[src/rtl/axi_rd_router_pkg.sv]
// ----------------------------------------------------------------------------
// axi_rd_router_pkg
//   Shared definitions for the AXI read-address router. It holds the R
//   response codes, the default-slave FSM state type, and a helper that sizes
//   the target index. The index must cover every mapped slave plus the
//   internal default slave.
// ----------------------------------------------------------------------------
package axi_rd_router_pkg;

  localparam logic [1:0] RESP_OKAY   = 2'b00;
  localparam logic [1:0] RESP_DECERR = 2'b11;

  typedef enum logic {
    DEF_IDLE = 1'b0,
    DEF_RESP = 1'b1
  } def_state_e;

  // Width of an index able to name NUM_SLAVES mapped slaves plus the default.
  function automatic int tgt_idx_w(input int num_slaves);
    return (num_slaves < 1) ? 1 : $clog2(num_slaves + 1);
  endfunction

endpackage

[src/rtl/axi_default_rd_slave.sv]
// ----------------------------------------------------------------------------
// axi_default_rd_slave
//   Completes reads to unmapped addresses with a DECERR burst of ARLEN+1
//   beats. It holds one burst at a time.
//   clk, rst    : clock, asynchronous active-high reset
//   ar_hs_i     : AR handshake addressed to this slave
//   arid_i      : ARID captured at the handshake
//   arlen_i     : ARLEN captured at the handshake
//   rready_i    : master RREADY, already gated by the router
//   idle_o      : high when a new burst can be accepted
//   rvalid_o, rid_o, rresp_o, rlast_o : R channel toward the router mux
// ----------------------------------------------------------------------------
module axi_default_rd_slave
  import axi_rd_router_pkg::*;
#(
  parameter int ID_W  = 8,
  parameter int LEN_W = 4
) (
  input  logic            clk,
  input  logic            rst,
  input  logic            ar_hs_i,
  input  logic [ID_W-1:0] arid_i,
  input  logic [LEN_W-1:0] arlen_i,
  input  logic            rready_i,
  output logic            idle_o,
  output logic            rvalid_o,
  output logic [ID_W-1:0] rid_o,
  output logic [1:0]      rresp_o,
  output logic            rlast_o
);

  // Beat count is one wider than ARLEN so that ARLEN+1 never wraps.
  localparam int REM_W = LEN_W + 1;

  def_state_e       state_q, state_d;
  logic [REM_W-1:0] rem_q, rem_d;
  logic [ID_W-1:0]  id_q, id_d;

  always_ff @(posedge clk or posedge rst) begin
    if (rst) begin
      state_q <= DEF_IDLE;
      rem_q   <= '0;
      id_q    <= '0;
    end else begin
      // NOTE: registers take <= so every flop samples pre-edge values; '=' here would chain updates within one edge.
      state_q <= state_d;
      rem_q   <= rem_d;
      id_q    <= id_d;
    end
  end

  always_comb begin
    // NOTE: every comb output is defaulted first so no path leaves it unassigned, which would infer a latch.
    state_d = state_q;
    rem_d   = rem_q;
    id_d    = id_q;
    unique case (state_q)
      DEF_IDLE: begin
        if (ar_hs_i) begin
          id_d    = arid_i;
          rem_d   = REM_W'(arlen_i) + REM_W'(1);
          state_d = DEF_RESP;
        end
      end
      DEF_RESP: begin
        if (rready_i) begin
          rem_d = rem_q - REM_W'(1);
          if (rem_q == REM_W'(1)) state_d = DEF_IDLE;
        end
      end
      default: state_d = DEF_IDLE;
    endcase
  end

  assign idle_o   = (state_q == DEF_IDLE);
  assign rvalid_o = (state_q == DEF_RESP);
  assign rid_o    = id_q;
  assign rresp_o  = rvalid_o ? RESP_DECERR : RESP_OKAY;
  assign rlast_o  = rvalid_o && (rem_q == REM_W'(1));

endmodule

[src/rtl/axi_rd_addr_router.sv]
// ----------------------------------------------------------------------------
// axi_rd_addr_router
//   Read-path router between one AXI master and NUM_SLAVES slaves. It also
//   contains an internal default slave that answers unmapped addresses with
//   DECERR. ARADDR[SEL_MSB:SEL_LSB] selects the slave. A new AR goes out only
//   when nothing is outstanding, or when it targets the same mapped slave as
//   the bursts already in flight. As a result, R beats always return in order
//   from a single source.
//   ACLK, ARESET              : clock, asynchronous active-high reset
//   ARADDR/ARID/ARLEN/ARVALID : master AR request (broadcast to slaves)
//   ARREADY                   : master AR ready
//   ARVALID_S / ARREADY_S     : per-slave AR handshake
//   RID_S/RDATA_S/RRESP_S     : packed slave R fields, slave k at slice k
//   RLAST_S/RVALID_S/RREADY_S : per-slave R control
//   RID/RDATA/RRESP/RLAST/RVALID/RREADY : master R channel
// ----------------------------------------------------------------------------
module axi_rd_addr_router
  import axi_rd_router_pkg::*;
#(
  parameter int NUM_SLAVES = 2,
  parameter int ADDR_W     = 32,
  parameter int ID_W       = 8,
  parameter int DATA_W     = 32,
  parameter int LEN_W      = 4,
  parameter int SEL_MSB    = 31,
  parameter int SEL_LSB    = 16,
  parameter int MAX_OUTST  = 4
) (
  input  logic                         ACLK,
  input  logic                         ARESET,
  input  logic [ADDR_W-1:0]            ARADDR,
  input  logic [ID_W-1:0]              ARID,
  input  logic [LEN_W-1:0]             ARLEN,
  input  logic                         ARVALID,
  output logic                         ARREADY,
  output logic [NUM_SLAVES-1:0]        ARVALID_S,
  input  logic [NUM_SLAVES-1:0]        ARREADY_S,
  input  logic [NUM_SLAVES*ID_W-1:0]   RID_S,
  input  logic [NUM_SLAVES*DATA_W-1:0] RDATA_S,
  input  logic [NUM_SLAVES*2-1:0]      RRESP_S,
  input  logic [NUM_SLAVES-1:0]        RLAST_S,
  input  logic [NUM_SLAVES-1:0]        RVALID_S,
  output logic [NUM_SLAVES-1:0]        RREADY_S,
  output logic [ID_W-1:0]              RID,
  output logic [DATA_W-1:0]            RDATA,
  output logic [1:0]                   RRESP,
  output logic                         RLAST,
  output logic                         RVALID,
  input  logic                         RREADY
);

  localparam int               TGT_W   = tgt_idx_w(NUM_SLAVES);
  localparam int               CNT_W   = $clog2(MAX_OUTST + 1);
  localparam int               SEL_W   = SEL_MSB - SEL_LSB + 1;
  localparam logic [TGT_W-1:0] DEF_IDX = TGT_W'(NUM_SLAVES);
  localparam logic [CNT_W-1:0] CNT_MAX = CNT_W'(MAX_OUTST);

  logic [SEL_W-1:0] sel;
  logic [TGT_W-1:0] target;
  logic [TGT_W-1:0] tgt_q, tgt_d;
  logic [CNT_W-1:0] cnt_q, cnt_d;
  logic             busy, allow, slave_rdy, ar_hs, r_done;
  logic             def_idle, def_rvalid, def_rlast, def_rready;
  logic [ID_W-1:0]  def_rid;
  logic [1:0]       def_rresp;
  logic             unused_addr_bits;

  // Only the select field matters for routing; the whole bus is reduced here
  // so the bits outside it are visibly consumed.
  assign unused_addr_bits = ^ARADDR;

  assign sel    = ARADDR[SEL_MSB:SEL_LSB];
  assign target = (sel < SEL_W'(NUM_SLAVES)) ? TGT_W'(sel) : DEF_IDX;
  assign busy   = (cnt_q != '0);
  // The default slave is excluded from the same-target clause.
  // It therefore only accepts when the router is completely empty.
  assign allow  = !busy || ((tgt_q == target) && (target != DEF_IDX) && (cnt_q < CNT_MAX));

  always_comb begin
    slave_rdy = 1'b0;
    ARVALID_S = '0;
    for (int k = 0; k < NUM_SLAVES; k++) begin
      if (target == TGT_W'(k)) begin
        slave_rdy    = ARREADY_S[k];
        ARVALID_S[k] = !ARESET && ARVALID && allow;
      end
    end
  end

  // ARESET masks ARREADY because allow is trivially true while cnt_q is held at 0.
  assign ARREADY = !ARESET && allow && ((target == DEF_IDX) ? def_idle : slave_rdy);
  assign ar_hs   = ARVALID && ARREADY;
  assign r_done  = RVALID && RREADY && RLAST;

  // R mux: only the slave that owns the outstanding bursts is visible.
  // Any other slave's beats wait with RREADY_S low.
  always_comb begin
    RVALID     = 1'b0;
    RID        = '0;
    RDATA      = '0;
    RRESP      = RESP_OKAY;
    RLAST      = 1'b0;
    RREADY_S   = '0;
    def_rready = 1'b0;
    if (busy && !ARESET) begin
      if (tgt_q == DEF_IDX) begin
        RVALID     = def_rvalid;
        RID        = def_rid;
        RRESP      = def_rresp;
        RLAST      = def_rlast;
        def_rready = RREADY;
      end else begin
        for (int k = 0; k < NUM_SLAVES; k++) begin
          if (tgt_q == TGT_W'(k)) begin
            RVALID      = RVALID_S[k];
            RID         = RID_S[k*ID_W +: ID_W];
            RDATA       = RDATA_S[k*DATA_W +: DATA_W];
            RRESP       = RRESP_S[k*2 +: 2];
            RLAST       = RLAST_S[k];
            RREADY_S[k] = RREADY;
          end
        end
      end
    end
  end

  always_comb begin
    tgt_d = tgt_q;
    cnt_d = cnt_q;
    if (ar_hs) tgt_d = target;
    unique case ({ar_hs, r_done})
      2'b10:   cnt_d = cnt_q + CNT_W'(1);
      2'b01:   cnt_d = cnt_q - CNT_W'(1);
      default: cnt_d = cnt_q;
    endcase
  end

  always_ff @(posedge ACLK or posedge ARESET) begin
    if (ARESET) begin
      tgt_q <= '0;
      cnt_q <= '0;
    end else begin
      tgt_q <= tgt_d;
      cnt_q <= cnt_d;
    end
  end

  axi_default_rd_slave #(
    .ID_W  (ID_W),
    .LEN_W (LEN_W)
  ) u_def_slave (
    .clk      (ACLK),
    .rst      (ARESET),
    .ar_hs_i  (ar_hs && (target == DEF_IDX)),
    .arid_i   (ARID),
    .arlen_i  (ARLEN),
    .rready_i (def_rready),
    .idle_o   (def_idle),
    .rvalid_o (def_rvalid),
    .rid_o    (def_rid),
    .rresp_o  (def_rresp),
    .rlast_o  (def_rlast)
  );

endmodule

[config.mk]
export PLATFORM = sky130hd
export DESIGN_NAME = axi_rd_addr_router
export DESIGN_NICKNAME = d
export VERILOG_FILES = /design/src/rtl/axi_rd_router_pkg.sv /design/src/rtl/axi_default_rd_slave.sv /design/src/rtl/axi_rd_addr_router.sv
export SDC_FILE = /design/constraint.sdc
export NUM_CORES = 1
export LEC_CHECK = 0
export CORE_UTILIZATION = 35
export CTS_BUF_LIST = sky130_fd_sc_hd__clkbuf_8
export CTS_CLUSTER_DIAMETER = 80
export CTS_CLUSTER_SIZE = 30
export DETAILED_ROUTE_END_ITERATION = 8
export PLACE_DENSITY = 0.89
export SYNTH_ARGS = -nofsm -noshare
export SYNTH_HDL_FRONTEND = slang
export SYNTH_SLANG_ARGS = --single-unit
export TNS_END_PERCENT = 100
[constraint.sdc]
create_clock -name ACLK -period 4.5 [get_ports ACLK]
set_input_delay 0.9 -clock ACLK [delete_from_list [all_inputs] [get_ports ACLK]]
set_output_delay 0.9 -clock ACLK [all_outputs]
set_load 0.1 [all_outputs]
Word level (Yosys, flattened, before mapping)

Cells that the tools add are included.

Bits in registers: 19
Latch bits: 0
RAM bits: 0
ROM bits: 0
Output and inout bits: 49
Word-level logic and storage cells: 85
Memories kept: 0

Add/subtract/negate cells: 4
Multiply operators: 0
Divide/modulo/power cells: 0
Magnitude comparators: 2
Eq/ne operators: 11
Shifts and indexed selects: 0
Mux-type cells: 41
Bitwise logic cells: 1
Reduce and logical (&&, ||, !) cells: 21

Operator list:

| cell                                                                     | count |
|---|---|
| 32-bit two-way mux                                                       | 4 |
| 8-bit two-way mux                                                        | 4 |
| 1-bit two-way mux                                                        | 20 |
| 16-bit by 2-bit < comparator with 1-bit output (second input constant)   | 1 |
| 2-bit two-way mux                                                        | 8 |
| 1-bit logical AND                                                        | 12 |
| 5-bit two-way mux                                                        | 2 |
| 5-bit case mux with 2 select lines                                       | 1 |
| 2-bit by 1-bit equality test with 1-bit output (second input constant)   | 3 |
| 2-bit equality test (second input constant)                              | 3 |
| 3-bit case mux with 2 select lines                                       | 1 |
| 4-bit by 1-bit adder with 5-bit output (second input constant)           | 1 |
| 5-bit by 1-bit equality test with 1-bit output (second input constant)   | 1 |
| 5-bit by 1-bit subtractor with 5-bit output (second input constant)      | 1 |
| 2-bit zero test                                                          | 2 |
| 2-bit inequality test (second input constant)                            | 2 |
| 2-bit AND reduction                                                      | 2 |
| 3-bit by 1-bit adder with 3-bit output (second input constant)           | 1 |
| 3-bit < comparator (second input constant)                               | 1 |
| 3-bit nonzero test                                                       | 1 |
| 3-bit by 1-bit subtractor with 3-bit output (second input constant)      | 1 |
| 2-bit equality test                                                      | 1 |
| 1-bit zero test                                                          | 2 |
| 2-bit by 1-bit inequality test with 1-bit output (second input constant) | 1 |
| other kinds (4)                                                          | 4 |

Depth between registers and ports, before layout

Gate-level depths: netlist of the first run.

Depth in word-level cells: 12
Depth in mapped cells: 12

By module

Synthesis of the first run repeated with hierarchy kept, for this count alone.

Cell total of the unflattened synthesis: 246
Area total of the unflattened synthesis: 2,055.7 sq um

Modules (own cells, without submodules):

| module               | instances | cells an instance | area each (sq um) |
|---|---|---|---|
| axi_rd_addr_router   | 1         | 182               | 1,295.0 |
| axi_default_rd_slave | 1         | 64                | 760.7 |

Worst setup path after synthesis of the first run

No wires, ideal clock.

Path type: input port to output port
Start point: in ARESET
End point: out RREADY_S[0]
Arrival: 3.606 ns
Slack: -0.006 ns
Cell stages on the path: 3
Buffers on the path: 1
Cells stage by stage: or3_1 > clkbuf_1 > nor3b_1

Word-level cells in the longest chain between the ends: 3

Ends and longest elaborated chain:

| element                          | line                      | source |
|---|---|---|
| from (decl)                      | axi_rd_addr_router.sv:30  | `input logic ARESET,` |
| 1-bit zero test (no source line) | -                         |  |
| 1-bit logical AND                | axi_rd_addr_router.sv:105 | `if (busy && !ARESET) begin` |
| 2-bit two-way mux                | axi_rd_addr_router.sv:105 |  |
| to (decl)                        | axi_rd_addr_router.sv:43  | `output logic [NUM_SLAVES-1:0] RREADY_S,` |

Every way passes these cells.

Worst setup path in the final report of the first run

Start point: in ARADDR[29]
End point: out ARVALID_S[0]

Word-level cells in the longest chain between the ends: 8

Ends and longest elaborated chain:

| element                                                      | line                     | source |
|---|---|---|
| from (decl)                                                  | axi_rd_addr_router.sv:31 | `input logic [ADDR_W-1:0] ARADDR,` |
| 16-bit by 2-bit < comparator with 1-bit output (*)           | axi_rd_addr_router.sv:73 | `assign target = (sel < SEL_W'(NUM_SLAVES)) ? TGT_W'(sel) : DEF_IDX;` |
| 2-bit two-way mux (*)                                        | axi_rd_addr_router.sv:73 |  |
| 2-bit equality test or 2-bit inequality test (tied branches) | axi_rd_addr_router.sv:77 | `assign allow = !busy \|\| ((tgt_q == target) && (target != DEF_IDX) && (cnt_q < CNT_MAX));` |
| 1-bit logical AND (2 in a row)                               | axi_rd_addr_router.sv:77 |  |
| 1-bit logical OR                                             | axi_rd_addr_router.sv:77 |  |
| 1-bit logical AND                                            | axi_rd_addr_router.sv:85 | `ARVALID_S[k] = !ARESET && ARVALID && allow;` |
| 1-bit two-way mux (*)                                        | axi_rd_addr_router.sv:83 | `if (target == TGT_W'(k)) begin` |
| to (decl)                                                    | axi_rd_addr_router.sv:36 | `output logic [NUM_SLAVES-1:0] ARVALID_S,` |

Mark *: on every way between the ends. The rest lies on a longest branch, timed or not.

==> results of run 1 <==
## cells by family after synthesis
family	share of synthesized area
and+or+nand+nor	0.260
muxes	0.288
AOI/OAI and AO/OA	0.108
buffers and inverters	0.0534
DFF	0.228
xor gates and xnor gates	0.0294
adders and majority gates	0.0336
## area by class of cell
| class | count | area [um^2] | share of cell area |
|---|---|---|---|
| Clock buffer | 3 | 41.3 | 0.0100 |
| Clock inverter | 1 | 3.75 | 0.000913 |
| Inverter | 7 | 26.3 | 0.00639 |
| Multi-Input combinational cell | 199 | 1510 | 0.366 |
| Sequential cell | 19 | 477 | 0.116 |
| Tap cell | 72 | 90.1 | 0.0219 |
| Timing Repair Buffer | 172 | 1970 | 0.479 |
## metal layers
layer,wire length [um],track usage,vias up,part of all wire
li1,-,-,1171,-
met1,2800,0.228,1108,0.36
met2,4180,0.488,105,0.54
met3,610,0.0540,13,0.079
met4,158,0.0855,0,0.020
met5,0,0,-,0
## flip-flops by register name, summed over array words and instances (netlist names)
register	flops
u_def_slave.rid_o	8
u_def_slave.rem_q	5
cnt_q	3
tgt_q	2
u_def_slave.rvalid_o	1
## power groups by stage
stage | sequential [uW] | combinational (uW) | clock [uW]
detailed placement | 356 | 1560 | 0
CTS | 355 | 1570 | 126
global route | 372 | 1620 | 133
global placement | 351 | 1540 | 0
finish | 357 | 1560 | 122
floorplan | 297 | 1100 | 0
## cell usage in the layout, fill, tap and decap left out, types with 5 or more instances in the layout
| master | instances |
|---|---|
| sky130_fd_sc_hd__mux2i_1 | 47 |
| sky130_fd_sc_hd__dfrtp_1 | 18 |
| sky130_fd_sc_hd__nor2_1 | 52 |
| sky130_fd_sc_hd__xor2_1 | 5 |
| sky130_fd_sc_hd__buf_12 | 30 |
| sky130_fd_sc_hd__nor3_1 | 5 |
| sky130_fd_sc_hd__clkdlybuf4s50_1 | 121 |
| sky130_fd_sc_hd__buf_4 | 21 |
| sky130_fd_sc_hd__mux2_4 | 8 |
| sky130_fd_sc_hd__inv_1 | 8 |
| sky130_fd_sc_hd__nand2_1 | 8 |
| sky130_fd_sc_hd__nor4_1 | 5 |
| sky130_fd_sc_hd__a21oi_1 | 7 |
## through the flow
stage | setup WS [ns] | util | hold slack [ns] | std cells | cell area (um^2)
finish | 0.652 | 0.729 | 0.517 | 473 | 4110
floorplan | 0.409 | - | 0.481 | 242 | 2090
detailed placement | 0.713 | 0.721 | 0.497 | 469 | 4070
global route | 0.472 | 0.729 | 0.536 | 473 | 4110
global placement | 0.726 | 0.721 | 0.494 | 469 | 4070
CTS | 0.679 | 0.729 | 0.522 | 473 | 4110
## path summary, 6_finish.rpt
path / startpoint / endpoint / slack [ns] / depth (start not counted)
hold reg to reg: u_def_slave.rid_o[6] / u_def_slave.rid_o[6] / 0.52 / 1
max in group asynchronous: ARESET / tgt_q[0] / 3.11 / 3
min in group asynchronous: ARESET / cnt_q[2] / 1.17 / 3
hold / removal: u_def_slave.rid_o[6] / u_def_slave.rid_o[6] / 0.52 / 1
setup reg to reg: tgt_q[0] / cnt_q[2] / 1.48 / 10
setup / recovery: ARADDR[29] / ARVALID_S[0] / 0.65 / 6
## worst max-delay path, cell delays in order
cell,delay [ns]
sky130_fd_sc_hd__clkdlybuf4s50_1,0.41
sky130_fd_sc_hd__nor4_1,0.42
sky130_fd_sc_hd__nand4_1,0.34
sky130_fd_sc_hd__nor4_2,0.41
sky130_fd_sc_hd__nor2b_1,0.26
sky130_fd_sc_hd__buf_12,0.21
==> impl_metrics.py, run 1 <==
metrics = {
    "clock_tree": {
        "post_cts_hold_fix_bufs": 0,
        "post_cts_resize_count": 0,
        "clock_tree_from_tritoncts": "yes",
        "post-cts-setup-buffers": 0,
        "cts_inserted_buffers": 3,
        "htreeDepth": 1,
        "root_buffer": "sky130_fd_sc_hd__clkbuf_8",
        "cts_sinks": 19,
        "latest_clock_arrival_within_the_worst_skew_pair_ns": 0.26,
        "ctsLongestPathBuffers": 2,
        "path_clk_slew_ns": 0.07,
    },
    "routing": {
        "via_count": 2397,
        "via_per_inst": 5.07,
        "drt_first_pass_iters": 4,
        "remaining_drc_errors": 0,
        "final_antenna_net_count": 0,
        "drt_iter0_markers": 74,
        "route.detailed.wl_per_inst_um": 16.4,
        "finalWirelength_um": 7750,
    },
    "grt": {
        "grt_antenna_before_repair": 0,
        "maximum_number_of_pins_on_one_net_before_global_route_repair": 34,
        "wire_length_of_the_first_global_routing_pass_um": 11700,
        "global_route.overflow_total": 0,
        "groute.usage.overall": 0.239,
        "first_global_vias": 2490,
    },
    "power": {
        "cellInternalPower_uw": 867,
        "p_per_area_nw_per_um2": 496,
        "power.clock.fraction": 0.060,
        "max-vdd-ir-drop_uv": 422,
        "p_sw_frac": 0.575,
        "total_leakage_power_uw": 0.00160,
        "comb_power_frac": 0.765,
        "switching_power_uw": 1170,
        "seqPwrFrac": 0.175,
        "p_total_uw": 2040,
    },
    "floorplanning": {
        "total_die_area_um2": 6280,
        "dieHeight_um": 79.2,
        "pin_count": 187,
        "initial_utilization": 0.370,
        "die_width_um": 79.2,
        "fp.coreArea_um2": 5640,
        "placement_rows": 27,
    },
    "yosys": {
        "number_of_distinct_standard_cells_referenced_by_the_synthesized_netlist": 53,
        "synth_common_cells": "sky130_fd_sc_hd__nor2_1 (52), sky130_fd_sc_hd__mux2i_1 (47), sky130_fd_sc_hd__dfrtp_1 (19)",
        "post_synth_inst_count": 242,
        "yosys_warnings": 0,
        "syn_area_per_cell_um2": 8.62,
        "ys_async_sr_fraction": 1.00,
        "synth_enable_flop_cells": 0,
        "dominantRegCellSynth": "sky130_fd_sc_hd__dfrtp_1",
        "synth_most_common_cell": "sky130_fd_sc_hd__nor2_1",
        "yosysTopAreaCellShare": 0.228,
        "netlist.top_cell.by_area": "sky130_fd_sc_hd__dfrtp_1",
        "synthesis.area_um2": 2090,
        "synth_seq_area_share": 0.228,
        "ys_seq_elements": 19,
        "synthTopCellsByArea": "sky130_fd_sc_hd__dfrtp_1 (23%), sky130_fd_sc_hd__mux2i_1 (23%), sky130_fd_sc_hd__nor2_1 (9.4%)",
        "synthesis.nets": 385,
    },
    "setup_path": {
        "critical_path_required_ns": 3.60,
        "cp_max_fo": 4,
        "critical_path.startpoint_type": "input port",
        "critPathArrivalTime_ns": 2.95,
        "crit_path_end_kind": "output port",
        "critPathKind": "in2out",
    },
    "timing": {
        "number_of_hold_slack_violations_in_the_final_timing_report": 0,
        "slew_viol_final": 0,
        "worst_slew_pin_slew_ns": 1.10,
        "rsz0062_at_grt": "false",
        "crit_path_time_final_ns": 3.85,
        "achievable-frequency_ghz": 0.260,
        "final.period_utilization": 0.855,
        "setup_total_negative_slack_ns": 0,
        "timing.slew.headroom": 0.269,
        "timing.final.setup_violations": 0,
        "timing.clock.skew_ns": 0.00645,
    },
    "placement": {
        "final_gp_congestion": 0.893,
        "detailedPlacementHpwl_um": 6360,
        "io_buffers": 170,
    },
    "final_layout": {
        "fillers": 423,
        "area.growth.synth_to_final_pct": 97.1,
        "layout.nets": 545,
        "insertedDiodeCount": 0,
        "drive_gt1_frac": 0.190,
    },
    "outcome": {
        "status": "finished, final reports clean",
    },
    "hold_path": {
        "min_path_type": "reg2reg",
    },
    "job": {
        "cap_violations": 0,
    },
}
Power figures use the tool's default switching activity.
==> run 2: changes to the inputs <==
Settings changed: CTS_CLUSTER_SIZE 30 to not set, PLACE_DENSITY 0.89 to 0.95, SLEW_MARGIN set to 5.
==> impl_metrics.py, run 2 (synthesized netlist as in run 1, its figures left out) <==
metrics = {
    "outcome": {
        "status": "finished, final reports clean",
    },
    "timing": {
        "rsz0062_at_grt": "false",
        "achievable-frequency_ghz": 0.261,
        "setup_total_negative_slack_ns": 0,
        "worst_slew_pin_slew_ns": 1.10,
        "number_of_hold_slack_violations_in_the_final_timing_report": 0,
        "fin_ws_ns": 0.676,
        "slew_viol_final": 0,
        "timing.clock.skew_ns": 0.00790,
        "timing.slew.headroom": 0.266,
        "timing.final.setup_violations": 0,
        "final.hold.worst_slack_ns": 0.521,
        "crit_path_time_final_ns": 3.82,
        "final.period_utilization": 0.850,
    },
    "clock_tree": {
        "post_cts_resize_count": 0,
        "clock_tree_from_tritoncts": "yes",
        "cts_sinks": 19,
        "post_cts_hold_fix_bufs": 0,
        "htreeDepth": 1,
        "cts_inserted_buffers": 3,
        "latest_clock_arrival_within_the_worst_skew_pair_ns": 0.26,
        "ctsLongestPathBuffers": 2,
        "path_clk_slew_ns": 0.07,
        "root_buffer": "sky130_fd_sc_hd__clkbuf_8",
        "post-cts-setup-buffers": 0,
    },
    "floorplanning": {
        "pin_count": 187,
        "fp.coreArea_um2": 5640,
        "initial_utilization": 0.370,
        "dieHeight_um": 79.2,
        "die_width_um": 79.2,
        "placement_rows": 27,
        "total_die_area_um2": 6280,
    },
    "setup_path": {
        "cp_slowest_stage_delay_ns": 0.84,
        "critical_path_required_ns": 3.60,
        "critPathArrivalTime_ns": 2.92,
        "crit-reg2reg-capture": "cnt_q[2]",
        "timing.critical_path.slowest_stage_cell": "sky130_fd_sc_hd__or3_1",
        "timing.critical_path.max_delay_family": "simple AND/OR/NAND/NOR gates",
        "crit_path_end_kind": "output port",
        "path_buf_inv": 2,
        "setup.reg_to_reg.worst_slack_ns": 1.67,
        "worst-path-stages": 4,
        "depth_of_the_worst_register_to_register_path": 10,
        "worstSetupStartpoint": "ARESET",
        "critPathKind": "in2out",
        "critical_path.startpoint_type": "input port",
        "path_cells": "clkdlybuf4s50_1 -> or3_1 -> nor2_1 -> buf_12",
        "crit_end": "RDATA[27]",
        "cp_max_fo": 33,
        "critical_path.reg2reg.startpoint": "tgt_q[1]",
    },
    "grt": {
        "use_met3": 0.0598,
        "met1_capacity_usage_during_global_routing": 0.252,
        "global_route.usage.met2": 0.450,
        "maximum_number_of_pins_on_one_net_before_global_route_repair": 34,
        "global_route.overflow_total": 0,
        "groute.usage.overall": 0.239,
        "grt_antenna_before_repair": 0,
        "first_global_vias": 2587,
        "wire_length_of_the_first_global_routing_pass_um": 11900,
        "busiest_layer": "met2",
    },
    "final_layout": {
        "largest_reg_flops": 8,
        "drive_gt1_frac": 0.192,
        "area.growth.synth_to_final_pct": 96.5,
        "commonest_non_fill_non_tap_cells_in_the_layout": "sky130_fd_sc_hd__clkdlybuf4s50_1 (121), sky130_fd_sc_hd__nor2_1 (52), sky130_fd_sc_hd__mux2i_1 (47)",
        "insertedDiodeCount": 0,
        "most_common_cell_after_layout_fill_and_taps_aside": "sky130_fd_sc_hd__clkdlybuf4s50_1",
        "finish.cell_count_without_fillers": 473,
        "fillers": 412,
        "layout.nets": 545,
    },
    "hold_path": {
        "min_path_type": "reg2reg",
    },
    "routing": {
        "drt_iter0_markers": 85,
        "via_per_inst": 5.20,
        "route.detailed.wl_per_inst_um": 16.2,
        "via_count": 2458,
        "final_antenna_net_count": 0,
        "finalWirelength_um": 7670,
        "remaining_drc_errors": 0,
        "drt_first_pass_iters": 4,
    },
    "placement": {
        "detailedPlacementHpwl_um": 6330,
        "final_gp_congestion": 0.909,
        "io_buffers": 170,
        "placedCellCount": 469,
        "dp_slack_ns": 0.693,
    },
    "job": {
        "cap_violations": 0,
    },
    "power": {
        "p_per_area_nw_per_um2": 497,
        "max-vdd-ir-drop_uv": 344,
        "total_leakage_power_uw": 0.00160,
    },
}
-- run 2: metrics by stage --
step	area (um^2)	power, uW	util
6_report	4100	2040	0.727
5_1_grt	4100	2120	0.727
4_1_cts	4100	2040	0.727
3_5_place_dp	4060	1920	0.719
3_3_place_gp	4060	1890	0.719
2_1_floorplan	2090	1390	-
-- run 2: how the worst min path moves through the flow --
stage,startpoint,end,cells past startpoint
6_report,u_def_slave.rid_o[0],u_def_slave.rid_o[0],1
5_1_grt,u_def_slave.rid_o[0],u_def_slave.rid_o[0],1
2_1_floorplan,u_def_slave.rid_o[3],u_def_slave.rid_o[3],1
3_5_place_dp,u_def_slave.rid_o[4],u_def_slave.rid_o[4],1
3_3_place_gp,u_def_slave.rid_o[3],u_def_slave.rid_o[3],1
4_1_cts,u_def_slave.rid_o[4],u_def_slave.rid_o[4],1
-- run 2: layout make-up --
type / instances / area, um^2 / share of cell area
repair buffers: 172 / 1960 / 0.477
multi-input cells: 199 / 1510 / 0.367
flip-flops and latches: 19 / 477 / 0.116
well taps: 72 / 90.1 / 0.0220
clock buffers: 3 / 41.3 / 0.0101
inverters: 7 / 26.3 / 0.00641
clock inverters: 1 / 5.00 / 0.00122
-- run 2: report_power, final --
| part | switching [uW] | internal, uW | total (uW) | leakage [uW] |
|---|---|---|---|---|
| clock network | 61.1 | 61.7 | 123 | 0.0000255 |
| registers | 115 | 245 | 360 | 0.000228 |
| logic | 1000 | 556 | 1560 | 0.00135 |
| total | 1180 | 863 | 2040 | 0.00160 |
-- run 2: layer usage --
layer | vias to the layer above | part of all wire
met2 | 123 | 0.53
li1 | 1177 | -
met1 | 1129 | 0.35
met5 | - | 0
met3 | 29 | 0.087
met4 | 0 | 0.034
-- run 2: worst reg2reg max path: stages (launching register included) --
cell,delay [ns]
sky130_fd_sc_hd__dfrtp_1,0.82
sky130_fd_sc_hd__nand3b_1,0.36
sky130_fd_sc_hd__o22ai_1,0.19
sky130_fd_sc_hd__and2_1,0.16
sky130_fd_sc_hd__and3_1,0.19
sky130_fd_sc_hd__ha_1,0.19
sky130_fd_sc_hd__inv_1,0.06
sky130_fd_sc_hd__fa_1,0.37
sky130_fd_sc_hd__xor2_1,0.15
sky130_fd_sc_hd__nor2_1,0.11
sky130_fd_sc_hd__xor2_1,0.16
